$ cat src/rtl/lwc_sca_rdi_buffer_if.sv
// Handshake bundle between the rdi randomness port, the buffer and the masked datapath.
// slave: the buffer itself. master: the surrounding producer/consumer.
interface lwc_sca_rdi_buffer_if #(
  parameter int RW_IN = 32,
  parameter int RATIO = 4
);
  logic [RW_IN-1:0]       rdi_data;
  logic                   rdi_valid;
  logic                   rdi_ready;
  logic [RW_IN*RATIO-1:0] rnd_data;
  logic                   rnd_valid;
  logic                   rnd_ready;

  modport slave (
    input  rdi_data, rdi_valid, rnd_ready,
    output rdi_ready, rnd_data, rnd_valid
  );

  modport master (
    output rdi_data, rdi_valid, rnd_ready,
    input  rdi_ready, rnd_data, rnd_valid
  );
endinterface

$ cat src/rtl/lwc_sca_rdi_buffer.sv
// Randomness buffer: packs RATIO rdi words into one wide word, queues up to DEPTH
// wide words (first-word fall-through) and hands each one out exactly once.
// Consumer requests that find the queue empty are flagged and counted.
module lwc_sca_rdi_buffer #(
  parameter int RW_IN           = 32,
  parameter int RATIO           = 4,
  parameter int DEPTH           = 4,
  parameter int ZERO_ON_CONSUME = 1
) (
  input  logic                         clk,
  input  logic                         rst,
  lwc_sca_rdi_buffer_if.slave          bus,
  input  logic                         flush,
  output logic [$clog2(DEPTH+1)-1:0]   rnd_level,
  output logic                         starve,
  output logic [15:0]                  starve_cnt
);
  localparam int RW_OUT = RW_IN * RATIO;
  localparam int LW     = $clog2(DEPTH + 1);
  localparam int PW     = $clog2(DEPTH);
  localparam int AW     = (RATIO > 1) ? $clog2(RATIO) : 1;
  localparam logic [AW-1:0] ASM_LAST = AW'(RATIO - 1);
  localparam logic [LW-1:0] LVL_FULL = LW'(DEPTH);

  logic [RW_OUT-1:0] mem [DEPTH];
  logic [RW_OUT-1:0] part_q;
  logic [RW_OUT-1:0] asm_word;
  logic [AW-1:0]     asm_cnt;
  logic [PW-1:0]     wr_ptr;
  logic [PW-1:0]     rd_ptr;
  logic [LW-1:0]     level_q;
  logic              starve_q;
  logic [15:0]       starve_cnt_q;

  logic asm_last;
  logic full;
  logic empty;
  logic rdy;
  logic accept;
  logic push;
  logic pop;
  logic starve_ev;

  assign asm_last  = (asm_cnt == ASM_LAST);
  assign full      = (level_q == LVL_FULL);
  assign empty     = (level_q == '0);
  // Registered state only: a pop in the same cycle cannot reopen a stalled group.
  assign rdy       = !rst && !flush && (!asm_last || !full);
  assign accept    = bus.rdi_valid && rdy;
  assign push      = accept && asm_last;
  assign pop       = bus.rnd_ready && !empty && !flush && !rst;
  assign starve_ev = bus.rnd_ready && empty;

  // Partial word with the current rdi word merged into its slot (first word in LSBs).
  always_comb begin
    asm_word = part_q;
    asm_word[int'(asm_cnt)*RW_IN +: RW_IN] = bus.rdi_data;
  end

  // Assembly, storage, pointers and fill level.
  always_ff @(posedge clk) begin
    if (rst || flush) begin
      for (int i = 0; i < DEPTH; i++) mem[i] <= '0;
      part_q  <= '0;
      asm_cnt <= '0;
      wr_ptr  <= '0;
      rd_ptr  <= '0;
      level_q <= '0;
    end else begin
      if (pop) begin
        rd_ptr <= rd_ptr + PW'(1);
        if (ZERO_ON_CONSUME != 0) mem[rd_ptr] <= '0;
      end
      if (accept) begin
        if (asm_last) begin
          mem[wr_ptr] <= asm_word;
          wr_ptr      <= wr_ptr + PW'(1);
          part_q      <= '0;
          asm_cnt     <= '0;
        end else begin
          part_q  <= asm_word;
          asm_cnt <= asm_cnt + AW'(1);
        end
      end
      case ({push, pop})
        2'b10:   level_q <= level_q + LW'(1);
        2'b01:   level_q <= level_q - LW'(1);
        default: level_q <= level_q;
      endcase
    end
  end

  // Starvation flag and saturating counter; survives flush, cleared only by reset.
  always_ff @(posedge clk) begin
    if (rst) begin
      starve_q     <= 1'b0;
      starve_cnt_q <= '0;
    end else begin
      starve_q <= starve_ev;
      if (starve_ev && (starve_cnt_q != 16'hFFFF)) starve_cnt_q <= starve_cnt_q + 16'd1;
    end
  end

  // Outputs are forced low while reset is held; stale storage never leaks when invalid.
  always_comb begin
    bus.rdi_ready = rdy;
    bus.rnd_valid = !rst && !empty;
    bus.rnd_data  = bus.rnd_valid ? mem[rd_ptr] : '0;
    rnd_level     = rst ? '0 : level_q;
    starve        = !rst && starve_q;
    starve_cnt    = rst ? '0 : starve_cnt_q;
  end
endmodule

$ cat src/flat_wrapper.sv
// flat-port wrapper written by rule: the top's interface ports become plain ports
module lwc_sca_rdi_buffer_flat 
#(
  parameter int RW_IN           = 32,
  parameter int RATIO           = 4,
  parameter int DEPTH           = 4,
  parameter int ZERO_ON_CONSUME = 1
)
  (clk, rst, flush, rnd_level, starve, starve_cnt, bus_rdi_data, bus_rdi_valid, bus_rnd_ready, bus_rdi_ready, bus_rnd_data, bus_rnd_valid);
  lwc_sca_rdi_buffer_if #(.RW_IN(RW_IN), .RATIO(RATIO)) bus_i ();
  input  logic clk;
  input  logic rst;
  input  logic flush;
  output logic [$clog2(DEPTH+1)-1:0] rnd_level;
  output logic starve;
  output logic [15:0] starve_cnt;
  input wire logic [$bits(bus_i.rdi_data)-1:0] bus_rdi_data;
  input wire logic [$bits(bus_i.rdi_valid)-1:0] bus_rdi_valid;
  input wire logic [$bits(bus_i.rnd_ready)-1:0] bus_rnd_ready;
  output wire logic [$bits(bus_i.rdi_ready)-1:0] bus_rdi_ready;
  output wire logic [$bits(bus_i.rnd_data)-1:0] bus_rnd_data;
  output wire logic [$bits(bus_i.rnd_valid)-1:0] bus_rnd_valid;
  assign bus_i.rdi_data = bus_rdi_data;
  assign bus_i.rdi_valid = bus_rdi_valid;
  assign bus_i.rnd_ready = bus_rnd_ready;
  assign bus_rdi_ready = bus_i.rdi_ready;
  assign bus_rnd_data = bus_i.rnd_data;
  assign bus_rnd_valid = bus_i.rnd_valid;
  lwc_sca_rdi_buffer #(.RW_IN(RW_IN), .RATIO(RATIO), .DEPTH(DEPTH), .ZERO_ON_CONSUME(ZERO_ON_CONSUME)) u_core (.clk(clk), .rst(rst), .bus(bus_i), .flush(flush), .rnd_level(rnd_level), .starve(starve), .starve_cnt(starve_cnt));
endmodule
$ cat config.mk
export PLATFORM = sky130hd
export DESIGN_NAME = lwc_sca_rdi_buffer_flat
export DESIGN_NICKNAME = d
export VERILOG_FILES = /design/src/rtl/lwc_sca_rdi_buffer_if.sv /design/src/rtl/lwc_sca_rdi_buffer.sv /design/src/flat_wrapper.sv
export SDC_FILE = /design/constraint.sdc
export NUM_CORES = 1
export LEC_CHECK = 0
export ABC_AREA = 1
export CORE_AREA = 2 2 273 275
export DETAILED_ROUTE_END_ITERATION = 10
export DIE_AREA = 0 0 275 277
export PLACE_DENSITY_LB_ADDON = 0.08
export REMOVE_ABC_BUFFERS = 1
export SLEW_MARGIN = 25
export SYNTH_ARGS = -nofsm -noshare
export SYNTH_HDL_FRONTEND = slang
export SYNTH_SLANG_ARGS = --single-unit
$ cat constraint.sdc
create_clock -name clk -period 26.7 [get_ports clk]
set_input_delay 8.01 -clock clk [delete_from_list [all_inputs] [get_ports clk]]
set_output_delay 8.01 -clock clk [all_outputs]
set_load 0.01 [all_outputs]
# Word level (Yosys, flattened, before mapping)
# Memories as Yosys holds them, arrays and structs flattened. A register that Yosys moved wholly into a read port is not among the register bits.
# Index checks and enable logic that the tools add are counted.
[word_totals]
register_bits = 154
ramBits = 512
output_inout_bits = 150
elab_cells = 69
n_memories = 1
[mem_list]
columns = ["memory", "depth", "word_bits", "read_ports", "rd_ports_with_merged_regs", "wr", "line_no", "text"]
rows = [
  ["u_core.mem", 4, 128, 1, 1, 4, "lwc_sca_rdi_buffer.sv:25", "logic [RW_OUT-1:0] mem [DEPTH];"],
]
[classes]
addsub = 7
n_eq_ne = 5
shift = 2
mux = 24
n_reduce_logical = 23
[op_table]
columns = ["op", "n"]
rows = [
  ["two-way mux 128 bit", 4],
  ["OR reduction 128 bit", 2],
  ["bitwise mux 128 bit", 1],
  ["variable shift 32 x 33 -> 128 bit (first input constant)", 1],
  ["variable part select 32 x 33 -> 128 bit", 1],
  ["negator 7 -> 33 bit", 1],
  ["adder 16 x 1 -> 16 bit (second input constant)", 1],
  ["two-way mux 16 bit", 1],
  ["inequality test 16 bit (second input constant)", 1],
  ["logical AND 1 bit", 11],
  ["two-way mux 1 bit", 11],
  ["two-way mux 2 bit", 5],
  ["adder 2 x 1 -> 2 bit (second input constant)", 3],
  ["one-hot mux 3 bit (2 select lines)", 1],
  ["logical NOT 1 bit", 5],
  ["== test 2 bit (second input constant)", 2],
  ["adder 3 x 1 -> 3 bit (second input constant)", 1],
  ["== test 3 bit (second input constant)", 1],
  ["logical NOT 3 bit", 1],
  ["two-way mux 3 bit", 1],
  ["subtractor 3 x 1 -> 3 bit (second input constant)", 1],
  ["== test 2 x 1 -> 1 bit (second input constant)", 1],
  ["logical OR 1 bit", 2],
  ["AND reduction 2 bit", 1],
  ["nonzero test 2 bit", 1],
]

# Longest topological paths before layout
# Gate-level depths: netlist (run 1).
[logic_depth]
depth_word = 10
depth_mapped = 12
mapped_depth_nobuf = 11

# Worst setup path after synthesis (run 1)
# OpenSTA, ideal clock, no wires.
[synth_timing]
kind = "in2reg"
from = "in bus_rnd_ready"
to = "mem u_core.mem[0][0] (netlist bit) (enable)"
t_arrival_ns = 22.673
slack_ns = 2.976
path_stages = 2
n_path_buf = 0
cell_sequence = "nand2_1 -> o311ai_0"
[synth_rtl]
columns = ["item", "line_no", "text"]
rows = [
  ["start: declaration", "flat_wrapper.sv:19", "input wire logic [$bits(bus_i.rnd_ready)-1:0] bus_rnd_ready;"],
  ["end: declaration", "lwc_sca_rdi_buffer.sv:25", ""],
]

# Worst setup path after layout (run 1)
[layout_timing]
from = "in rst"
to = "out bus_rnd_data[56]"
[layout_between]
elab_chain_cells = 3
[layout_lines]
columns = ["item", "line_no", "text"]
rows = [
  ["start: declaration", "flat_wrapper.sv:12", "input logic rst;"],
  ["logical NOT 1 bit", "lwc_sca_rdi_buffer.sv:107", "bus.rnd_valid = !rst && !empty;"],
  ["logical AND 1 bit", "lwc_sca_rdi_buffer.sv:107", ""],
  ["two-way mux 128 bit", "lwc_sca_rdi_buffer.sv:108", "bus.rnd_data = bus.rnd_valid ? mem[rd_ptr] : '0;"],
  ["end: declaration", "flat_wrapper.sv:21", "output wire logic [$bits(bus_i.rnd_data)-1:0] bus_rnd_data;"],
]
# No other way between the ends.

==> results of run 1 <==
Yosys cell counts (all sizes together):
cell    count  area (um2)
nor2     1082        4090
dfxtp     156        3120
fa          1        20.0
nand3      54         275
nand4       6        43.8
nor3        3        15.0
clkbuf     87         327
a22oi      27         253
edfxtp    512       15400
o22ai      64         400
nand3b      1        7.51
o21ai     306        1530
buf       143         712
ha         11         138
a21oi     246        1230
o21a        2        15.0
nand2     322        1210
o311ai      1        8.76
inv       270        1010
xor2        6        52.6
stage by stage:
| step | util, % | instance area (um2) | setup slack (ns) |
|---|---|---|---|
| 2_1_floorplan | - | 28800 | 2.98 |
| 3_3_place_gp | 43.7 | 32200 | 7.64 |
| 3_5_place_dp | 43.9 | 32300 | 7.44 |
| 4_1_cts | 47.1 | 34700 | 7.44 |
| 5_1_grt | 47.2 | 34700 | 7.21 |
| 6_report | 47.2 | 34700 | 7.49 |
layout make-up:
| class | instances | area (um2) |
|---|---|---|
| well taps | 969 | 1210 |
| diodes | 2 | 5.00 |
| multi-input cells | 2132 | 9420 |
| flip-flops and latches | 668 | 18500 |
| repair buffers | 214 | 2160 |
| inverters | 270 | 1040 |
| fillers | 7006 | 38800 |
| clock buffers | 106 | 2140 |
| clock inverters | 30 | 251 |
registers in the layout (all words and copies together), names as in the netlist, named ones only:
name,cells
u_core.asm_cnt,2
u_core.level_q,3
u_core.mem,512
u_core.part_q,128
u_core.rd_ptr,2
u_core.starve_cnt_q,16
u_core.starve_q,1
u_core.wr_ptr,2
logic make-up (layout without fill, tap and decap cells):
group,count (synthesis),in the layout,share of synthesized area [%]
compound gates,646,646,11.5
xor+xnor,6,6,0.176
fa+ha+maj,12,12,0.528
buf+inv,500,620,6.88
flops,668,668,62.0
other cells,0,2,0
simple gates,1468,1468,18.9
power breakdown:
part	leakage (nW)	total (mW)	switching [mW]	internal, mW
Sequential	6.88	1.16	0.00902	1.15
Combinational	3.73	0.0840	0.0651	0.0189
Clock	1.19	1.01	0.417	0.596
routing by layer:
metal	up-vias	track usage (%)	wire, um
li1	11000	-	-
met5	-	0	39
met4	6	6.04	1670
met2	709	40.5	44900
met1	11400	32.8	40400
met3	126	3.22	5150
worst min-delay path by stage:
stage | from | end | depth (start not counted)
after global routing | u_core.part_q[99] | u_core.part_q[99] | 2
after CTS | u_core.part_q[113] | u_core.part_q[113] | 2
after floorplan | u_core.part_q[106] | u_core.part_q[106] | 2
after global placement | u_core.part_q[126] | u_core.part_q[126] | 2
after detailed placement | u_core.part_q[113] | u_core.part_q[113] | 2
final | u_core.part_q[113] | u_core.part_q[113] | 2
critical path, delay by kind of cell:
family	cells	cell delay, ns
AO/OA/AOI/OAI	1	0.13
AND/OR/NAND/NOR	1	0.14
buffers and inverters	5	2.71
==> flow_summary.ini, run 1 <==
[flow_run]
max_cap_viol_count = 0

[clock_tree]
clkTransAtPathRegs_ns = 0.06
cts_buffers = 74
cts_hold_repair.buffers = 0
cts_htree_levels = 3
cts_num_sinks = 668
clkLatencyLatePin_ns = 0.61
post-cts-setup-buffer-count = 0
tritoncts_clock_tree = done
root_buffer = sky130_fd_sc_hd__clkbuf_16
max-clock-path-buffers = 3
cts_resized = 0

[place]
dp.cells = 4251
detailedPlacementHpwl_um = 49000
portBuffers = 186
gp_congestion = 0.762

[sta]
fin_tns_setup_ns = 0
worst-slew-pin-transition_ns = 1.08
finalMaxSlewViolations = 0
clock.fmax_mhz = 52.1
fin_crit_sh_pct = 71.9
hold_ws_ns = 0.453
final-hold-violation-count = 0
fin_crit_ns = 19.21
finalSetupViolCount = 0
worst_slew_margin_rel_pct = 28.1
rsz0062_at_grt = no
worst_clock_skew_ns = 0.0132

[synthesis]
synth-warning-count = 0
synth_seq_cells = 668
synthDistinctLibCells = 29
synth_area_um2 = 29800
syn-mean-instance-area_um2 = 9.04
seq_area_frac_synth_pct = 62.0
netlist_instances = 3300

[worst_setup_path]
reg2reg_to = u_core.mem[1][72]
crit_arrival_ns = 11.20
critPathLaunchType = input port
worst_setup_path_startpoint = rst
reg2reg_slack_ns = 21.91
reg2reg_depth = 7
timing.critical_path.slowest_cell_delay_ns = 0.75
worst_setup_path_category = input port to primary output
ordered_list_of_cells_on_the_worst_path = clkdlybuf4s50_1, buf_4, nor2_1, inv_4, buf_4, a21oi_1, clkdlybuf4s50_1
regToRegStartpoint = u_core.asm_cnt[1]
worst-endpoint-required_ns = 18.69
endpoint_kind = primary output
worst_setup_path_endpoint = bus_rnd_data[56]
timing.critical_path.slowest_stage_cell = sky130_fd_sc_hd__clkdlybuf4s50_1
critical_path_peak_fanout = 70

[cells_and_area]
mostFrequentLayoutCell = sky130_fd_sc_hd__nor2_1
most-common-layout-cells = sky130_fd_sc_hd__nor2_1, sky130_fd_sc_hd__edfxtp_1, sky130_fd_sc_hd__nand2_1
stdcell_count = 4391
layout-area-overhead-vs-synth_pct = 16.4
final_net_count = 3409
final_layout_size_suffix_gt1_share_pct = 5.73

[global_routing]
globalRouteTotalUtil_pct = 24.1
largest_net_degree_at_the_start_of_global_routing = 197
antenna_found_initial = 5
first_global_vias = 22900
grt.overflow.total = 0
wire_length_of_the_first_global_routing_pass_um = 140000

[detailed_routing]
drt_first_pass_iters = 5
detail_route.wl_per_cell_um = 21.0
dr_total_vias = 23300
detail_routed_via_count_per_cell = 5.30
route.antenna.remaining_nets = 0
initialDrtViolationCount = 2046
routed_wirelength_um = 92200
drcViolationCount = 0

[power_and_ir_drop]
ir_drop_v = 0.0000376
totalPowerFinal_mw = 2.26
power-per-cell-area_nw_per_um2 = 65.0
leakage_nw = 11.8

[floorplanning]
top_level_ports = 187
floorplan.die.height_um = 277
core_area_um2 = 73600
placement_rows = 100
floorplan_die_area_um2 = 76200
die_w_um = 275
floorplan.initialDensity_pct = 40.6

[run_status]
run_status = complete, no violations

[worst_hold_path]
timing.hold.worst.class = flop to flop
(Power assumes the default switching activity.)
==> run 2, diff against run 1 <==
==> constraint.sdc (replaced) <==
create_clock -name clk -period 19.2 [get_ports clk]
set_input_delay 5.76 -clock clk [delete_from_list [all_inputs] [get_ports clk]]
set_output_delay 5.76 -clock clk [all_outputs]
set_load 0.01 [all_outputs]
==> run 2 against run 1 <==
Global-route usage is 0.16 points lower. Largest cell class unchanged. Highest routed layer unchanged. Worst setup slack worse by 3.0 ns. Core utilization is 0.071 points lower. Non-clock buffer count is 1 higher. Final area is 0.15% lower. Clock-buffer cell count is 10 higher. Die area stayed put. Final cell count stayed put. Power is 39% higher. Hold slack better by 0.0025 ns. Largest power group unchanged.
==> flow_summary.ini, run 2 (synthesis gave the netlist of run 1 again) <==
[clock_tree]
cts_hold_repair.buffers = 0
root_buffer = sky130_fd_sc_hd__clkbuf_16
cts_resized = 0
clkLatencyLatePin_ns = 0.61
post-cts-setup-buffer-count = 0
cts_num_sinks = 668
cts_htree_levels = 3
cts_buffers = 73
max-clock-path-buffers = 3
tritoncts_clock_tree = done
clkTransAtPathRegs_ns = 0.06

[sta]
final-hold-violation-count = 0
fin_crit_sh_pct = 76.8
worst_clock_skew_ns = 0.0127
worst_slew_margin_rel_pct = 29.4
rsz0062_at_grt = no
clock.fmax_mhz = 67.8
finalSetupViolCount = 0
worst-slew-pin-transition_ns = 1.06
hold_ws_ns = 0.455
finalMaxSlewViolations = 0
fin_tns_setup_ns = 0
fin_crit_ns = 14.75

[worst_hold_path]
worst_hold_path.endpoint = u_core.part_q[126]
timing.hold.worst.class = flop to flop
holdPathStages = 2
hold_path_startpoint = u_core.part_q[126]

[worst_setup_path]
timing.critical_path.slowest_stage_cell = sky130_fd_sc_hd__clkdlybuf4s50_1
critPathLaunchType = input port
critical_path_peak_fanout = 73
ordered_list_of_cells_on_the_worst_path = clkdlybuf4s50_1, buf_4, nor2_1, inv_4, buf_4, a21oi_1, clkdlybuf4s50_1
cp_top_family = buffers and inverters
crit_arrival_ns = 8.99
reg2reg_slack_ns = 14.51
reg2reg_to = u_core.mem[0][88]
endpoint_kind = primary output
timing.critical_path.slowest_cell_delay_ns = 0.85
reg2reg_depth = 7
critical_path.n_buffers_inverters = 5
worst-endpoint-required_ns = 13.44
worst_setup_path_category = input port to primary output
regToRegStartpoint = u_core.asm_cnt[1]

[cells_and_area]
biggestRegsByFlops = u_core.mem: 512 flops, u_core.part_q: 128 flops, u_core.starve_cnt_q: 16 flops
regMostFlops = u_core.mem
seq_area_um2 = 18500
mostFrequentLayoutCell = sky130_fd_sc_hd__nor2_1
largest_register_ff_count = 512
final_layout_size_suffix_gt1_share_pct = 5.55
final_core_utilization_pct = 47.1
multi_input_comb_area_um2 = 9420
most-common-layout-cells = sky130_fd_sc_hd__nor2_1, sky130_fd_sc_hd__edfxtp_1, sky130_fd_sc_hd__nand2_1
stdcell_count = 4391
layout-area-overhead-vs-synth_pct = 16.2
final_net_count = 3409
n_fill_cell = 7010
design_area_final_um2 = 34700

[global_routing]
first_global_vias = 22600
gr-usage-met1_pct = 32.5
grt_util_met3_pct = 3.37
globalRouteTotalUtil_pct = 23.9
antenna_found_initial = 3
grt.overflow.total = 0
largest_net_degree_at_the_start_of_global_routing = 146
global_route.peak_usage_layer = met2
groute.layer.met2.usage_pct = 39.4
wire_length_of_the_first_global_routing_pass_um = 138000

[run_status]
run_status = complete, no violations

[detailed_routing]
detail_routed_via_count_per_cell = 5.28
detail_route.wl_per_cell_um = 20.9
routed_wirelength_um = 91900
route.antenna.remaining_nets = 0
initialDrtViolationCount = 1876
drcViolationCount = 0
drt_first_pass_iters = 5
dr_total_vias = 23200

[power_and_ir_drop]
power-per-cell-area_nw_per_um2 = 90.5
ir_drop_v = 0.0000482
leakage_nw = 11.8

[flow_run]
max_cap_viol_count = 0

[floorplanning]
core_area_um2 = 73600
floorplan_die_area_um2 = 76200
top_level_ports = 187
placement_rows = 100
die_w_um = 275
floorplan.die.height_um = 277
floorplan.initialDensity_pct = 40.6

[place]
dp.cells = 4254
portBuffers = 186
detailedPlacementHpwl_um = 49500
postPlaceCellArea_um2 = 32300
gp_congestion = 0.772
-- run 2: cell count changes in the layout (fill, tap and decap cells not counted), sizes merged --
cell	change
clkbuf	+10
clkinv	-9
buf	+1
diode	-1
bufinv	-1
-- run 2: where the power goes --
group	total, mW	internal, mW	switching [mW]
combinational	0.116	0.0258	0.0900
clock	1.41	0.834	0.576
sequential	1.61	1.60	0.0124
total	3.14	2.46	0.678
-- run 2: stage by stage --
step,power [mW],setup slack [ns]
after floorplan,1.71,-2.27
after global placement,1.76,4.60
after detailed placement,1.76,4.41
after CTS,3.17,4.40
after global routing,3.24,4.14
final,3.14,4.45
-- run 2: tightest hold or removal path, delay by kind of cell, from the launching register on --
| kind | cells | cell delay [ns] |
|---|---|---|
| buf+inv | 1 | 0.04 |
| flops | 1 | 0.31 |
| simple gates | 1 | 0.07 |
-- run 2: final cells by class --
class | count | area share (%)
inverters | 270 | 2.99
flip-flops and latches | 668 | 53.4
repair buffers | 215 | 6.08
multi-input cells | 2132 | 27.2
clock inverters | 20 | 0.502
clock buffers | 116 | 6.40
diodes | 1 | 0.00722
well taps | 969 | 3.50
-- run 2: how the worst max path moves through the flow --
| stage | start | to | slack, ns | cells past startpoint |
|---|---|---|---|---|
| global route | rst | bus_rnd_data[100] | 4.14 | 7 |
| CTS | rst | bus_rnd_data[100] | 4.40 | 7 |
| global placement | rst | bus_rnd_data[87] | 4.60 | 7 |
| floorplan | bus_rnd_ready | u_core.mem[0][0] | -2.27 | 2 |
| finish | rst | bus_rnd_data[101] | 4.45 | 7 |
| detailed placement | rst | bus_rnd_data[100] | 4.41 | 7 |
-- run 2: metal layers --
| metal | wire (um) | up-vias | part of all wire [%] |
|---|---|---|---|
| met4 | 2330 | 4 | 2.5 |
| li1 | - | 11000 | - |
| met2 | 43800 | 660 | 48 |
| met3 | 5120 | 127 | 5.6 |
| met5 | 30 | - | 0.033 |
| met1 | 40600 | 11400 | 44 |
